$ cat src/rtl/fdtd_mem_burst_rd_if.sv
// Bundle for fdtd_mem_burst_rd: AXI4 AR/R channels plus the word-request and word-stream ports.
// Latency: none; this interface only carries signals.
// Backpressure: AR uses ARVALID/ARREADY, R and the word stream use valid/ready.
interface fdtd_mem_burst_rd_if #(
    parameter int AXI4_ADDR_WIDTH = 32,
    parameter int AXI4_DATA_WIDTH = 32,
    parameter int AXI4_ID_WIDTH   = 16,
    parameter int AXI4_USER_WIDTH = 10,
    parameter int LEN_WIDTH       = 16
);
    // AXI4 read-address channel
    logic [AXI4_ADDR_WIDTH-1:0] ARADDR_o;
    logic [7:0]                 ARLEN_o;
    logic [2:0]                 ARSIZE_o;
    logic [1:0]                 ARBURST_o;
    logic [AXI4_ID_WIDTH-1:0]   ARID_o;
    logic                       ARLOCK_o;
    logic [3:0]                 ARCACHE_o;
    logic [2:0]                 ARPROT_o;
    logic [3:0]                 ARREGION_o;
    logic [3:0]                 ARQOS_o;
    logic [AXI4_USER_WIDTH-1:0] ARUSER_o;
    logic                       ARVALID_o;
    logic                       ARREADY_i;

    // AXI4 read-data channel
    logic [AXI4_ID_WIDTH-1:0]   RID_i;
    logic [AXI4_DATA_WIDTH-1:0] RDATA_i;
    logic [1:0]                 RRESP_i;
    logic                       RLAST_i;
    logic [AXI4_USER_WIDTH-1:0] RUSER_i;
    logic                       RVALID_i;
    logic                       RREADY_o;

    // Word request and word output stream
    logic                         rd_req_i;
    logic [AXI4_ADDR_WIDTH-3:0]   rd_word_addr_i;
    logic [LEN_WIDTH-1:0]         rd_len_i;
    logic [31:0]                  rd_data_o;
    logic                         rd_valid_o;
    logic                         rd_ready_i;
    logic                         rd_busy_o;
    logic                         rd_done_o;
    logic                         rd_err_o;

    // View of the burst reader itself
    modport master (
        output ARADDR_o, ARLEN_o, ARSIZE_o, ARBURST_o, ARID_o, ARLOCK_o, ARCACHE_o,
               ARPROT_o, ARREGION_o, ARQOS_o, ARUSER_o, ARVALID_o,
        input  ARREADY_i,
        input  RID_i, RDATA_i, RRESP_i, RLAST_i, RUSER_i, RVALID_i,
        output RREADY_o,
        input  rd_req_i, rd_word_addr_i, rd_len_i, rd_ready_i,
        output rd_data_o, rd_valid_o, rd_busy_o, rd_done_o, rd_err_o
    );

    // View of the memory/interconnect and the word consumer
    modport slave (
        input  ARADDR_o, ARLEN_o, ARSIZE_o, ARBURST_o, ARID_o, ARLOCK_o, ARCACHE_o,
               ARPROT_o, ARREGION_o, ARQOS_o, ARUSER_o, ARVALID_o,
        output ARREADY_i,
        output RID_i, RDATA_i, RRESP_i, RLAST_i, RUSER_i, RVALID_i,
        input  RREADY_o,
        output rd_req_i, rd_word_addr_i, rd_len_i, rd_ready_i,
        input  rd_data_o, rd_valid_o, rd_busy_o, rd_done_o, rd_err_o
    );
endinterface

$ cat src/rtl/fdtd_mem_burst_rd.sv
// Splits a word-count read into AXI4 INCR bursts (<= MAX_BURST beats, never crossing 4 KB) and streams words out.
// Latency: AR one cycle after accept; R words pass through combinationally; rd_done_o one cycle after final RLAST.
// Backpressure: rd_ready_i is RREADY_o; one burst outstanding. RRESP error flag enabled by FDTD_MEM_BURST_RD_ERR_CHECK_EN.
module fdtd_mem_burst_rd #(
    parameter int AXI4_ADDR_WIDTH = 32,
    parameter int AXI4_DATA_WIDTH = 32,
    parameter int AXI4_ID_WIDTH   = 16,
    parameter int AXI4_USER_WIDTH = 10,
    parameter int MAX_BURST       = 16,
    parameter int LEN_WIDTH       = 16
) (
    input  logic                 ACLK,
    input  logic                 ARESET,
    fdtd_mem_burst_rd_if.master  bus
);
    localparam int WAW = AXI4_ADDR_WIDTH - 2;
    // Compare width: one bit above the count so it never wraps, and at least
    // wide enough to hold the 4 KB room value (1..1024).
    localparam int CW  = (LEN_WIDTH + 1 > 12) ? LEN_WIDTH + 1 : 12;

    typedef enum logic [1:0] {ST_IDLE, ST_ADDR, ST_DATA, ST_DONE} state_t;

    state_t                     state, state_nxt;
    logic [WAW-1:0]             addr, addr_nxt;
    logic [LEN_WIDTH-1:0]       rem, rem_nxt;
    logic [7:0]                 arlen, arlen_nxt;
    logic [AXI4_DATA_WIDTH-1:0] rdata;
    logic                       accept;
    logic                       beat;

    // Beats-1 for a burst starting at word a with r words left: min(r, MAX_BURST, room to 4 KB).
    function automatic logic [7:0] burst_m1(input logic [WAW-1:0] a, input logic [LEN_WIDTH-1:0] r);
        logic [CW-1:0] b;
        logic [CW-1:0] room;
        b = CW'(r);
        if (b > CW'(MAX_BURST)) b = CW'(MAX_BURST);
        room = CW'(11'd1024 - {1'b0, a[9:0]});
        if (b > room) b = room;
        return 8'(b - CW'(1));
    endfunction

    assign rdata  = bus.RDATA_i;
    assign accept = (state == ST_IDLE) && bus.rd_req_i;
    assign beat   = (state == ST_DATA) && bus.RVALID_i && bus.rd_ready_i;

    // State, address, remaining count and burst length registers.
    always_ff @(posedge ACLK or posedge ARESET) begin
        if (ARESET) begin
            state <= ST_IDLE;
            addr  <= '0;
            rem   <= '0;
            arlen <= '0;
        end else begin
            state <= state_nxt;
            addr  <= addr_nxt;
            rem   <= rem_nxt;
            arlen <= arlen_nxt;
        end
    end

    // Next-state logic; the burst length is computed on entry to ADDR so that
    // ARLEN_o is a register and stays stable while ARVALID_o waits.
    always_comb begin
        state_nxt = state;
        addr_nxt  = addr;
        rem_nxt   = rem;
        arlen_nxt = arlen;
        unique case (state)
            ST_IDLE: begin
                if (bus.rd_req_i) begin
                    addr_nxt  = bus.rd_word_addr_i;
                    rem_nxt   = bus.rd_len_i;
                    state_nxt = (bus.rd_len_i == '0) ? ST_DONE : ST_ADDR;
                end
            end
            ST_ADDR: begin
                if (bus.ARREADY_i) state_nxt = ST_DATA;
            end
            ST_DATA: begin
                if (beat) begin
                    addr_nxt = addr + WAW'(1);
                    rem_nxt  = rem - LEN_WIDTH'(1);
                    if (bus.RLAST_i) state_nxt = (rem_nxt == '0) ? ST_DONE : ST_ADDR;
                end
            end
            ST_DONE: begin
                state_nxt = ST_IDLE;
            end
            default: begin
                state_nxt = ST_IDLE;
            end
        endcase
        if (state_nxt == ST_ADDR && state != ST_ADDR) arlen_nxt = burst_m1(addr_nxt, rem_nxt);
    end

    // AR channel: address and length from registers, the rest tied off.
    assign bus.ARVALID_o  = (state == ST_ADDR);
    assign bus.ARADDR_o   = {addr, 2'b00};
    assign bus.ARLEN_o    = arlen;
    assign bus.ARSIZE_o   = 3'd2;
    assign bus.ARBURST_o  = 2'b01;
    assign bus.ARID_o     = {AXI4_ID_WIDTH{1'b0}};
    assign bus.ARLOCK_o   = 1'b0;
    assign bus.ARCACHE_o  = 4'd0;
    assign bus.ARPROT_o   = 3'd0;
    assign bus.ARREGION_o = 4'd0;
    assign bus.ARQOS_o    = 4'd0;
    assign bus.ARUSER_o   = {AXI4_USER_WIDTH{1'b0}};

    // R channel is a straight pass-through to the word stream while in DATA.
    assign bus.RREADY_o   = (state == ST_DATA) && bus.rd_ready_i;
    assign bus.rd_valid_o = (state == ST_DATA) && bus.RVALID_i;
    assign bus.rd_data_o  = rdata;
    assign bus.rd_busy_o  = (state != ST_IDLE);
    assign bus.rd_done_o  = (state == ST_DONE);

`ifdef FDTD_MEM_BURST_RD_ERR_CHECK_EN
    logic err;

    // Sticky SLVERR/DECERR flag, cleared when a new request is accepted.
    always_ff @(posedge ACLK or posedge ARESET) begin
        if (ARESET) begin
            err <= 1'b0;
        end else if (accept) begin
            err <= 1'b0;
        end else if (beat && bus.RRESP_i[1]) begin
            err <= 1'b1;
        end
    end

    assign bus.rd_err_o = err;
`else
    assign bus.rd_err_o = 1'b0;
`endif

    // RID/RUSER carry nothing this block needs; RRESP only matters with error checking.
    logic unused_in;
    assign unused_in = ^{bus.RID_i, bus.RUSER_i, bus.RRESP_i, accept};

endmodule

$ cat src/flat_wrapper.sv
// flat-port wrapper written by rule: the top's interface ports become plain ports
module fdtd_mem_burst_rd_flat 
#(
    parameter int AXI4_ADDR_WIDTH = 32,
    parameter int AXI4_DATA_WIDTH = 32,
    parameter int AXI4_ID_WIDTH   = 16,
    parameter int AXI4_USER_WIDTH = 10,
    parameter int MAX_BURST       = 16,
    parameter int LEN_WIDTH       = 16
)
  (ACLK, ARESET, bus_ARADDR_o, bus_ARLEN_o, bus_ARSIZE_o, bus_ARBURST_o, bus_ARID_o, bus_ARLOCK_o, bus_ARCACHE_o, bus_ARPROT_o, bus_ARREGION_o, bus_ARQOS_o, bus_ARUSER_o, bus_ARVALID_o, bus_ARREADY_i, bus_RID_i, bus_RDATA_i, bus_RRESP_i, bus_RLAST_i, bus_RUSER_i, bus_RVALID_i, bus_RREADY_o, bus_rd_req_i, bus_rd_word_addr_i, bus_rd_len_i, bus_rd_ready_i, bus_rd_data_o, bus_rd_valid_o, bus_rd_busy_o, bus_rd_done_o, bus_rd_err_o);
  fdtd_mem_burst_rd_if #(.AXI4_ADDR_WIDTH(AXI4_ADDR_WIDTH), .AXI4_DATA_WIDTH(AXI4_DATA_WIDTH), .AXI4_ID_WIDTH(AXI4_ID_WIDTH), .AXI4_USER_WIDTH(AXI4_USER_WIDTH), .LEN_WIDTH(LEN_WIDTH)) bus_i ();
  input  logic ACLK;
  input  logic ARESET;
  output wire logic [$bits(bus_i.ARADDR_o)-1:0] bus_ARADDR_o;
  output wire logic [$bits(bus_i.ARLEN_o)-1:0] bus_ARLEN_o;
  output wire logic [$bits(bus_i.ARSIZE_o)-1:0] bus_ARSIZE_o;
  output wire logic [$bits(bus_i.ARBURST_o)-1:0] bus_ARBURST_o;
  output wire logic [$bits(bus_i.ARID_o)-1:0] bus_ARID_o;
  output wire logic [$bits(bus_i.ARLOCK_o)-1:0] bus_ARLOCK_o;
  output wire logic [$bits(bus_i.ARCACHE_o)-1:0] bus_ARCACHE_o;
  output wire logic [$bits(bus_i.ARPROT_o)-1:0] bus_ARPROT_o;
  output wire logic [$bits(bus_i.ARREGION_o)-1:0] bus_ARREGION_o;
  output wire logic [$bits(bus_i.ARQOS_o)-1:0] bus_ARQOS_o;
  output wire logic [$bits(bus_i.ARUSER_o)-1:0] bus_ARUSER_o;
  output wire logic [$bits(bus_i.ARVALID_o)-1:0] bus_ARVALID_o;
  input wire logic [$bits(bus_i.ARREADY_i)-1:0] bus_ARREADY_i;
  input wire logic [$bits(bus_i.RID_i)-1:0] bus_RID_i;
  input wire logic [$bits(bus_i.RDATA_i)-1:0] bus_RDATA_i;
  input wire logic [$bits(bus_i.RRESP_i)-1:0] bus_RRESP_i;
  input wire logic [$bits(bus_i.RLAST_i)-1:0] bus_RLAST_i;
  input wire logic [$bits(bus_i.RUSER_i)-1:0] bus_RUSER_i;
  input wire logic [$bits(bus_i.RVALID_i)-1:0] bus_RVALID_i;
  output wire logic [$bits(bus_i.RREADY_o)-1:0] bus_RREADY_o;
  input wire logic [$bits(bus_i.rd_req_i)-1:0] bus_rd_req_i;
  input wire logic [$bits(bus_i.rd_word_addr_i)-1:0] bus_rd_word_addr_i;
  input wire logic [$bits(bus_i.rd_len_i)-1:0] bus_rd_len_i;
  input wire logic [$bits(bus_i.rd_ready_i)-1:0] bus_rd_ready_i;
  output wire logic [$bits(bus_i.rd_data_o)-1:0] bus_rd_data_o;
  output wire logic [$bits(bus_i.rd_valid_o)-1:0] bus_rd_valid_o;
  output wire logic [$bits(bus_i.rd_busy_o)-1:0] bus_rd_busy_o;
  output wire logic [$bits(bus_i.rd_done_o)-1:0] bus_rd_done_o;
  output wire logic [$bits(bus_i.rd_err_o)-1:0] bus_rd_err_o;
  assign bus_ARADDR_o = bus_i.ARADDR_o;
  assign bus_ARLEN_o = bus_i.ARLEN_o;
  assign bus_ARSIZE_o = bus_i.ARSIZE_o;
  assign bus_ARBURST_o = bus_i.ARBURST_o;
  assign bus_ARID_o = bus_i.ARID_o;
  assign bus_ARLOCK_o = bus_i.ARLOCK_o;
  assign bus_ARCACHE_o = bus_i.ARCACHE_o;
  assign bus_ARPROT_o = bus_i.ARPROT_o;
  assign bus_ARREGION_o = bus_i.ARREGION_o;
  assign bus_ARQOS_o = bus_i.ARQOS_o;
  assign bus_ARUSER_o = bus_i.ARUSER_o;
  assign bus_ARVALID_o = bus_i.ARVALID_o;
  assign bus_i.ARREADY_i = bus_ARREADY_i;
  assign bus_i.RID_i = bus_RID_i;
  assign bus_i.RDATA_i = bus_RDATA_i;
  assign bus_i.RRESP_i = bus_RRESP_i;
  assign bus_i.RLAST_i = bus_RLAST_i;
  assign bus_i.RUSER_i = bus_RUSER_i;
  assign bus_i.RVALID_i = bus_RVALID_i;
  assign bus_RREADY_o = bus_i.RREADY_o;
  assign bus_i.rd_req_i = bus_rd_req_i;
  assign bus_i.rd_word_addr_i = bus_rd_word_addr_i;
  assign bus_i.rd_len_i = bus_rd_len_i;
  assign bus_i.rd_ready_i = bus_rd_ready_i;
  assign bus_rd_data_o = bus_i.rd_data_o;
  assign bus_rd_valid_o = bus_i.rd_valid_o;
  assign bus_rd_busy_o = bus_i.rd_busy_o;
  assign bus_rd_done_o = bus_i.rd_done_o;
  assign bus_rd_err_o = bus_i.rd_err_o;
  fdtd_mem_burst_rd #(.AXI4_ADDR_WIDTH(AXI4_ADDR_WIDTH), .AXI4_DATA_WIDTH(AXI4_DATA_WIDTH), .AXI4_ID_WIDTH(AXI4_ID_WIDTH), .AXI4_USER_WIDTH(AXI4_USER_WIDTH), .MAX_BURST(MAX_BURST), .LEN_WIDTH(LEN_WIDTH)) u_core (.ACLK(ACLK), .ARESET(ARESET), .bus(bus_i));
endmodule
$ cat config.mk
export PLATFORM = sky130hd
export DESIGN_NAME = fdtd_mem_burst_rd_flat
export DESIGN_NICKNAME = d
export VERILOG_FILES = /design/src/rtl/fdtd_mem_burst_rd_if.sv /design/src/rtl/fdtd_mem_burst_rd.sv /design/src/flat_wrapper.sv
export SDC_FILE = /design/constraint.sdc
export NUM_CORES = 1
export LEC_CHECK = 0
export CORE_ASPECT_RATIO = 0.7
export CORE_MARGIN = 8
export CORE_UTILIZATION = 30
export DETAILED_ROUTE_END_ITERATION = 12
export GPL_ROUTABILITY_DRIVEN = 1
export SLEW_MARGIN = 20
export SYNTH_ARGS = -nofsm -noshare
export SYNTH_HDL_FRONTEND = slang
export SYNTH_SLANG_ARGS = --single-unit
$ cat constraint.sdc
create_clock -name ACLK -period 7.05 [get_ports ACLK]
set_input_delay 0.705 -clock ACLK [delete_from_list [all_inputs] [get_ports ACLK]]
set_output_delay 0.705 -clock ACLK [all_outputs]
set_load 0.01 [all_outputs]
==> impl_summary.txt, run 1 <==
----------------------------------------------------
[Die]
  Vertical extent of the die ... 124.0 µm
  Count of boundary I/O pins ... 238
  Overall die area ... 21100 µm²
  Standard-cell rows ... 39
  Starting density of the core ... 0.3065
  Core region area ... 16300 µm²
  Die width ... 170.2 µm

[Global route]
  Global-route wire length before repair ... 24640 µm
  Gr usage total ... 0.1451
  Remaining global-route overflow ... 0
  Via count of the first global-routing pass ... 4411
  Maximum number of pins on one net before global-route repair ... 57
  Number of antenna violations at the first check in global routing ... 0

[CTS]
  Later-pin clock latency in the skew report ... 300 ps
  Clock tree from TritonCTS ... yes
  Deepest level of the CTS H-tree ... 2
  Clock-pin slew reported for the worst setup and hold paths after clock tree synthesis ... 70 ps
  Number of sinks handled by clock tree synthesis ... 56
  CTS buffer count ... 5
  Cts-stage hold buffer count ... 0
  Setup bufs post-CTS ... 0
  Resized Gates After CTS ... 0
  Clock tree root driver cell ... sky130_fd_sc_hd__clkbuf_16
  Max Buffers Root-to-Sink ... 2

[Placement]
  Placer's final routability congestion estimate ... 0.8669
  Cell count after placement ... 887
  DP HPWL ... 11940 µm
  Worst-case setup slack after placement ... 796.1 ps
  Count of buffers inserted at the top-level ports ... 95

[Power]
  Total internal power ... 1.406 mW
  Sequential fraction of design power ... 0.283
  Power share of the combinational group ... 0.577
  Total power ... 2.611 mW
  Total leakage power ... 2.377 nW
  Clock power share ... 0.140
  Net Switching ... 1.205 mW
  Total power per unit cell area ... 436.0 nW/µm²
  VDD IR-drop max ... 0.1018 mV
  Net switching share of the total power ... 0.4614

[Setup path]
  Endpoint of the most critical register-to-register path ... u_core.bus.ARLEN_o[6]$_DFFE_PP0P_
  Number of cell instances on the worst register-to-register path ... 20
  CP arrival ... 6310 ps
  Maximum fanout encountered on the critical timing path ... 15
  Data required time of the worst path ... 7250 ps
  Worst Setup Start Kind ... input pin
  FF-to-FF setup slack ... 950 ps
  Type of the worst setup path ... input pin to flip-flop
  Startpoint of the worst register-to-register path ... u_core.rem[0]$_DFF_PP0_
  CP endpoint kind ... flip-flop

[Logic synthesis]
  Number of distinct standard cells referenced by the synthesized netlist ... 69
  Area of the mapped netlist ... 4996 µm²
  Synth Register Bits ... 56
  Most used DFF post-synth ... sky130_fd_sc_hd__dfrtp_1
  Top area cells in the synthesized netlist ... sky130_fd_sc_hd__dfrtp_1 (28%), sky130_fd_sc_hd__buf_4 (12%), sky130_fd_sc_hd__nand2_1 (4.6%)
  Mean post-synth cell area ... 8.097 µm²
  Syn Inst Count ... 617
  Number of enable-type register cells in the synthesized netlist ... 0
  Cell taking the most area after synthesis ... sky130_fd_sc_hd__dfrtp_1
  Post-synthesis sequential area ratio ... 0.2805
  Number of synthesis warnings ... 0
  Fraction of post-synthesis cell area in the top cell type by area ... 0.2805
  Asr flop ratio synth ... 1.000

[STA]
  Min Clock Period, post-route ... 6109 ps
  Number of failing hold endpoints at the final stage ... 0
  Final-report setup violation count ... 0
  Setup Skew ... 8.262 ps
  Final Max Slew Viols ... 0
  Final setup slack of the worst path ... 941.3 ps
  Final setup TNS ... 0 ps
  Worst Tran Pin Value ... 971.8 ps
  Unrepaired setup endpoints after global routing ... false
  Share of the clock period used by the worst path after layout ... 0.8665
  Relative slew margins ... 0.3462
  FMAX ... 0.1637 GHz

[Final layout]
  Post-layout net count ... 798
  Number of antenna diodes ... 0
  Cell Count, Final, Fillers Out ... 895
  Synthesis-to-finish area growth ... 19.88%
  Filler cell count ... 1768
  Fraction of layout instances using a drive strength above 1 ... 0.05970

[Worst hold path]
  Kind of path behind the tightest hold check ... flip-flop to flip-flop
  End point of the worst hold path ... u_core.bus.ARLEN_o[4]$_DFFE_PP0P_
  Worst hold stages ... 2
  Launch instance of the worst min-delay path ... u_core.bus.ARLEN_o[4]$_DFFE_PP0P_

[Drt]
  Post-detailed-route via-to-cell ratio ... 5.204
  Via total after detailed routing ... 4658
  Detailed router's first-iteration violation count ... 436
  Post-Route WL ... 15650 µm
  Routed Antenna Nets ... 0
  Routed WL per cell ... 17.49 µm
  DRC viols ... 0
  Number of iterations in the first detailed-routing pass ... 5

[Run status]
  Status ... finished clean

[Run]
  Number of max-capacitance violations reported ... 0

----------------------------------------------------
logic make-up (layout without fill, tap and decap cells):
group | Yosys count | after routing | synth area share
flip-flops | 56 | 56 | 0.2805
adder cells (fa/ha/maj) | 16 | 16 | 0.04007
other | 2 | 56 | 0.001503
AND/OR/NAND/NOR | 248 | 248 | 0.2662
XOR/XNOR | 19 | 19 | 0.03331
buffers and inverters | 134 | 133 | 0.1640
multiplexers | 8 | 8 | 0.01678
AO/OA/AOI/OAI | 134 | 134 | 0.1976
synthesized netlist by cell type (9+ instances only):
cell type	instances
sky130_fd_sc_hd__and3_1	10
sky130_fd_sc_hd__clkbuf_1	30
sky130_fd_sc_hd__a221o_1	11
sky130_fd_sc_hd__inv_1	18
sky130_fd_sc_hd__o211ai_1	15
sky130_fd_sc_hd__nand2_1	61
sky130_fd_sc_hd__nor4_1	18
sky130_fd_sc_hd__nor2_1	37
sky130_fd_sc_hd__buf_4	82
sky130_fd_sc_hd__nand2b_1	9
sky130_fd_sc_hd__xnor2_1	10
sky130_fd_sc_hd__a21oi_1	19
sky130_fd_sc_hd__ha_1	16
sky130_fd_sc_hd__dfrtp_1	56
sky130_fd_sc_hd__nand3_1	21
sky130_fd_sc_hd__or3_1	12
sky130_fd_sc_hd__xor2_1	9
sky130_fd_sc_hd__o21ai_0	20
sky130_fd_sc_hd__nor3_1	24
sequential cells by signal, indices dropped and copies added, names as in the netlist:
name and count:
u_core.addr 30, u_core.rem 16, u_core.bus.ARLEN_o 8, u_core.state 2
how the worst max path moves through the flow:
| stage | from | to | slack [ps] | cells past startpoint |
|---|---|---|---|---|
| after floorplan | u_core.rem[0]$_DFF_PP0_ | u_core.bus.ARLEN_o[6]$_DFFE_PP0P_ | 1680 | 22 |
| final | bus_rd_req_i | u_core.bus.ARLEN_o[6]$_DFFE_PP0P_ | 940 | 19 |
| after global placement | bus_rd_req_i | u_core.bus.ARLEN_o[6]$_DFFE_PP0P_ | 770 | 19 |
| after CTS | bus_rd_req_i | u_core.bus.ARLEN_o[6]$_DFFE_PP0P_ | 1000 | 19 |
| after detailed placement | bus_rd_req_i | u_core.bus.ARLEN_o[6]$_DFFE_PP0P_ | 800 | 19 |
| after global routing | u_core.rem[0]$_DFF_PP0_ | u_core.bus.ARLEN_o[6]$_DFFE_PP0P_ | 410 | 20 |
power groups by stage:
stage	Clock [mW]	Sequential (mW)	Combinational [mW]
after floorplan	0	0.670	1.02
after global placement	0	0.737	1.49
after detailed placement	0	0.737	1.50
after CTS	0.376	0.733	1.51
after global routing	0.387	0.774	1.68
final	0.367	0.738	1.51
layout make-up:
class | count | area (µm²) | area share
repair buffers | 107 | 1041 | 0.1738
inverters | 18 | 67.56 | 0.01128
clock inverters | 3 | 90.09 | 0.01504
flip-flops and latches | 56 | 1401 | 0.2340
multi-input cells | 481 | 2983 | 0.4980
well taps | 225 | 281.5 | 0.04700
clock buffers | 5 | 125.1 | 0.02089
routing by layer:
metal	part of all wire	track usage	wire length [µm]
met1	0.48	0.2106	7483
met2	0.44	0.2144	6851
met3	0.074	0.03578	1160
met4	0.010	0.02840	157
met5	0	0	0
per-stage QoR:
step | cell area, µm² | hold WS, ps | util
after detailed placement | 5774 | 475.0 | 0.3543
after CTS | 5989 | 496.3 | 0.3675
after global routing | 5989 | 527.4 | 0.3675
after global placement | 5774 | 470.8 | 0.3543
after floorplan | 5199 | 487.3 | -
final | 5989 | 489.7 | 0.3675
cell usage in the layout, fill, tap and decap left out, drive strengths merged, types with 19 or more instances in the layout:
master,n
nor4,19
a21oi,19
nand3,21
conb,56
nand2,61
nor2,38
dfrtp,56
o21ai,21
nor3,24
clkdlybuf4s50,95
critical path, cell delays in order:
cell	delay, ps
sky130_fd_sc_hd__clkdlybuf4s50_1	500
sky130_fd_sc_hd__or3b_1	470
sky130_fd_sc_hd__buf_4	250
sky130_fd_sc_hd__and3_1	180
sky130_fd_sc_hd__or4_1	570
sky130_fd_sc_hd__or4_4	620
sky130_fd_sc_hd__nor2_1	210
sky130_fd_sc_hd__inv_1	110
sky130_fd_sc_hd__ha_1	340
sky130_fd_sc_hd__a2111oi_0	420
sky130_fd_sc_hd__a211oi_1	150
sky130_fd_sc_hd__o21ai_1	480
sky130_fd_sc_hd__nor2_1	90
sky130_fd_sc_hd__a31oi_1	210
sky130_fd_sc_hd__ha_1	300
sky130_fd_sc_hd__nand2_1	80
sky130_fd_sc_hd__nor4b_1	330
sky130_fd_sc_hd__nor2_1	70
sky130_fd_sc_hd__o31ai_1	210
Power figures use the tool's default switching activity.
==> run 2, diff against run 1 <==
Settings changed: REMOVE_ABC_BUFFERS from default to 1.
==> impl_summary.txt, run 2 (synthesis results as in run 1) <==
----------------------------------------------------
[Global route]
  Gr usage total ... 0.1628 (+0.01771)
  Remaining global-route overflow ... 0 (unchanged)
  Maximum number of pins on one net before global-route repair ... 57 (unchanged)
  Global-route wire length before repair ... 26690 µm (+8.3%)
  Number of antenna violations at the first check in global routing ... 0 (unchanged)
  Via count of the first global-routing pass ... 4472 (+1.4%)

[Die]
  Vertical extent of the die ... 124.0 µm (unchanged)
  Die width ... 170.2 µm (unchanged)
  Starting density of the core ... 0.3065 (unchanged)
  Core region area ... 16300 µm² (unchanged)
  Overall die area ... 21100 µm² (unchanged)
  Standard-cell rows ... 39 (unchanged)
  Count of boundary I/O pins ... 238 (unchanged)

[Final layout]
  Synthesis-to-finish area growth ... 19.01%
  Largest register by flop count ... u_core.addr
  Commonest non-fill, non-tap cell in the layout ... sky130_fd_sc_hd__clkdlybuf4s50_1
  Post-layout net count ... 798 (unchanged)
  Footprint of the multi-input gates ... 2989 µm² (+0.21%)
  Area occupied by registers ... 1401 µm² (unchanged)
  Largest register FFs ... 30 (unchanged)
  Cell Count, Final, Fillers Out ... 895 (unchanged)
  Most frequent cells in the layout ... sky130_fd_sc_hd__clkdlybuf4s50_1 (95), sky130_fd_sc_hd__nand2_1 (61), sky130_fd_sc_hd__conb_1 (56), sky130_fd_sc_hd__dfrtp_1 (56), sky130_fd_sc_hd__nor2_1 (37)
  Filler cell count ... 1728 (-2.3%)
  Fraction of layout instances using a drive strength above 1 ... 0.06119 (+0.001493)
  Number of antenna diodes ... 0 (unchanged)
  Layout Cell Area excl Fill ... 5946 µm² (-0.73%)

[Power]
  VDD IR-drop max ... 0.1760 mV (+73%)
  Net switching share of the total power ... 0.4818 (+0.02042)
  Power share of the combinational group ... 0.609 (+0.032)
  Total internal power ... 1.306 mW (-7.1%)
  Net Switching ... 1.215 mW (+0.82%)
  Total leakage power ... 2.348 nW (-1.2%)
  Clock power share ... 0.105 (-0.035)
  Total power per unit cell area ... 424.0 nW/µm² (-2.7%)
  Sequential fraction of design power ... 0.286 (+0.003)

[CTS]
  Clock tree from TritonCTS ... yes
  CTS buffer count ... 5 (unchanged)
  Cts-stage hold buffer count ... 0 (unchanged)
  Later-pin clock latency in the skew report ... 300 ps (about the same)
  Max Buffers Root-to-Sink ... 2 (unchanged)
  Clock tree root driver cell ... sky130_fd_sc_hd__clkbuf_16
  Resized Gates After CTS ... 0 (unchanged)
  Clock-pin slew reported for the worst setup and hold paths after clock tree synthesis ... 70 ps (about the same)
  Setup bufs post-CTS ... 0 (unchanged)
  Deepest level of the CTS H-tree ... 2 (unchanged)
  Number of sinks handled by clock tree synthesis ... 56 (unchanged)

[Placement]
  Count of buffers inserted at the top-level ports ... 95 (unchanged)
  Cell count after placement ... 887 (unchanged)
  DP HPWL ... 13730 µm (+15%)
  Instance area after placement ... 5787 µm² (+0.22%)
  Placer's final routability congestion estimate ... 0.8656 (-0.15%)

[STA]
  Min Clock Period, post-route ... 6070 ps (-38.77 ps)
  Final setup TNS ... 0 ps (unchanged)
  Worst Tran Pin Value ... 754.8 ps (-216.9 ps)
  Share of the clock period used by the worst path after layout ... 0.8610 (-0.005499)
  FMAX ... 0.1647 GHz (+0.64%)
  Setup Skew ... 14.55 ps (+6.289 ps)
  Final-report setup violation count ... 0 (unchanged)
  Unrepaired setup endpoints after global routing ... false
  Number of failing hold endpoints at the final stage ... 0 (unchanged)
  Final Max Slew Viols ... 0 (unchanged)
  Relative slew margins ... 0.4968 (+0.1506)

[Setup path]
  Data required time of the worst path ... 7260 ps (about the same)
  Type of the worst setup path ... input pin to flip-flop
  CP arrival ... 6280 ps (-30 ps)
  Maximum fanout encountered on the critical timing path ... 18 (+3)
  FF-to-FF setup slack ... 1100 ps (+150 ps)
  Startpoint of the worst register-to-register path ... u_core.state[0]$_DFF_PP0_
  Endpoint of the most critical register-to-register path ... u_core.bus.ARLEN_o[6]$_DFFE_PP0P_
  Setup crit end ... u_core.bus.ARLEN_o[6]$_DFFE_PP0P_
  Number of cell instances on the worst register-to-register path ... 20 (unchanged)
  CP endpoint kind ... flip-flop
  Start point of the critical path ... bus_rd_ready_i
  Worst Setup Start Kind ... input pin

[Drt]
  Post-detailed-route via-to-cell ratio ... 5.228 (+0.45%)
  Detailed router's first-iteration violation count ... 484 (+11%)
  Routed Antenna Nets ... 0 (unchanged)
  Number of iterations in the first detailed-routing pass ... 5 (unchanged)
  Routed WL per cell ... 19.41 µm (+11%)
  Post-Route WL ... 17370 µm (+11%)
  Via total after detailed routing ... 4679 (+0.45%)
  DRC viols ... 0 (unchanged)

[Run]
  Number of max-capacitance violations reported ... 0 (unchanged)

[Run status]
  Status ... finished clean

[Worst hold path]
  Kind of path behind the tightest hold check ... flip-flop to flip-flop

----------------------------------------------------
==> run 2: cell types whose count changed in the layout (fill, tap and decap cells not counted), sizes merged <==
cell      previous run  this run
bufinv               3         0
clkinv               0         1
clkinvlp             0         1
inv                 18        19
==> run 2: worst min-delay path by stage <==
stage	from	to	slack [ps]	depth (start not counted)
after detailed placement	u_core.bus.ARLEN_o[5]$_DFFE_PP0P_	u_core.bus.ARLEN_o[5]$_DFFE_PP0P_	470	2
final	u_core.bus.ARLEN_o[5]$_DFFE_PP0P_	u_core.bus.ARLEN_o[5]$_DFFE_PP0P_	480	2
after CTS	u_core.bus.ARLEN_o[5]$_DFFE_PP0P_	u_core.bus.ARLEN_o[5]$_DFFE_PP0P_	490	2
after global routing	u_core.bus.ARLEN_o[4]$_DFFE_PP0P_	u_core.bus.ARLEN_o[4]$_DFFE_PP0P_	510	2
after global placement	u_core.bus.ARLEN_o[1]$_DFFE_PP0P_	u_core.bus.ARLEN_o[1]$_DFFE_PP0P_	460	2
after floorplan	u_core.rem[6]$_DFF_PP0_	u_core.rem[6]$_DFF_PP0_	490	1
==> run 2: final cells by class <==
cell class | count | area share
clock buffers | 5 | 0.02104
clock inverters | 3 | 0.004630
inverters | 18 | 0.01136
multi-input cells | 481 | 0.5027
flip-flops and latches | 56 | 0.2357
well taps | 225 | 0.04735
repair buffers | 107 | 0.1772
==> run 2: worst max-delay path, cell delays in order <==
cell	delay, ps
sky130_fd_sc_hd__clkdlybuf4s50_1	550
sky130_fd_sc_hd__nand4b_1	220
sky130_fd_sc_hd__buf_4	250
sky130_fd_sc_hd__buf_4	270
sky130_fd_sc_hd__nor2_1	90
sky130_fd_sc_hd__a221o_1	300
sky130_fd_sc_hd__or4_1	550
sky130_fd_sc_hd__or4_4	490
sky130_fd_sc_hd__nor2_1	190
sky130_fd_sc_hd__inv_1	100
sky130_fd_sc_hd__ha_1	330
sky130_fd_sc_hd__a2111oi_0	400
sky130_fd_sc_hd__a211oi_1	140
sky130_fd_sc_hd__o21ai_1	410
sky130_fd_sc_hd__nor2_1	90
sky130_fd_sc_hd__a31oi_1	230
sky130_fd_sc_hd__ha_1	310
sky130_fd_sc_hd__nand2_1	90
sky130_fd_sc_hd__nor4b_1	300
sky130_fd_sc_hd__nor2_1	80
sky130_fd_sc_hd__o31ai_1	180
==> run 2: metal layers <==
layer  track usage  part of all wire  up-vias
met5       0.02059            0.0037        -
met4       0.01693            0.0036        2
met3       0.07916              0.13       10
met2        0.1945              0.35      247
met1        0.2516              0.52     2168
li1              -                 -     2252
==> run 2: per-stage QoR <==
stage	util	hold slack [ps]	worst slack (ps)	total power, mW
after floorplan	-	487.3	-129.1	1.613
after global placement	0.3551	463.8	735.0	2.239
after detailed placement	0.3551	472.5	765.0	2.243
after CTS	0.3644	489.7	1036	2.522
after global routing	0.3648	510.1	650.1	2.759
final	0.3648	479.5	980.0	2.521
==> run 2: power by group through the flow <==
stage	registers [mW]	logic [mW]	clock network, mW
floorplan	0.712	0.901	0
global placement	0.720	1.52	0
detailed placement	0.718	1.52	0
CTS	0.716	1.53	0.273
global route	0.752	1.72	0.283
finish	0.720	1.54	0.265
==> run 3, diff against run 2 <==
Settings changed: GPL_ROUTABILITY_DRIVEN 1 to default.
==> results of run 3 <==
Same layout as run 2: the final DEF is identical, and so are final timing and power.
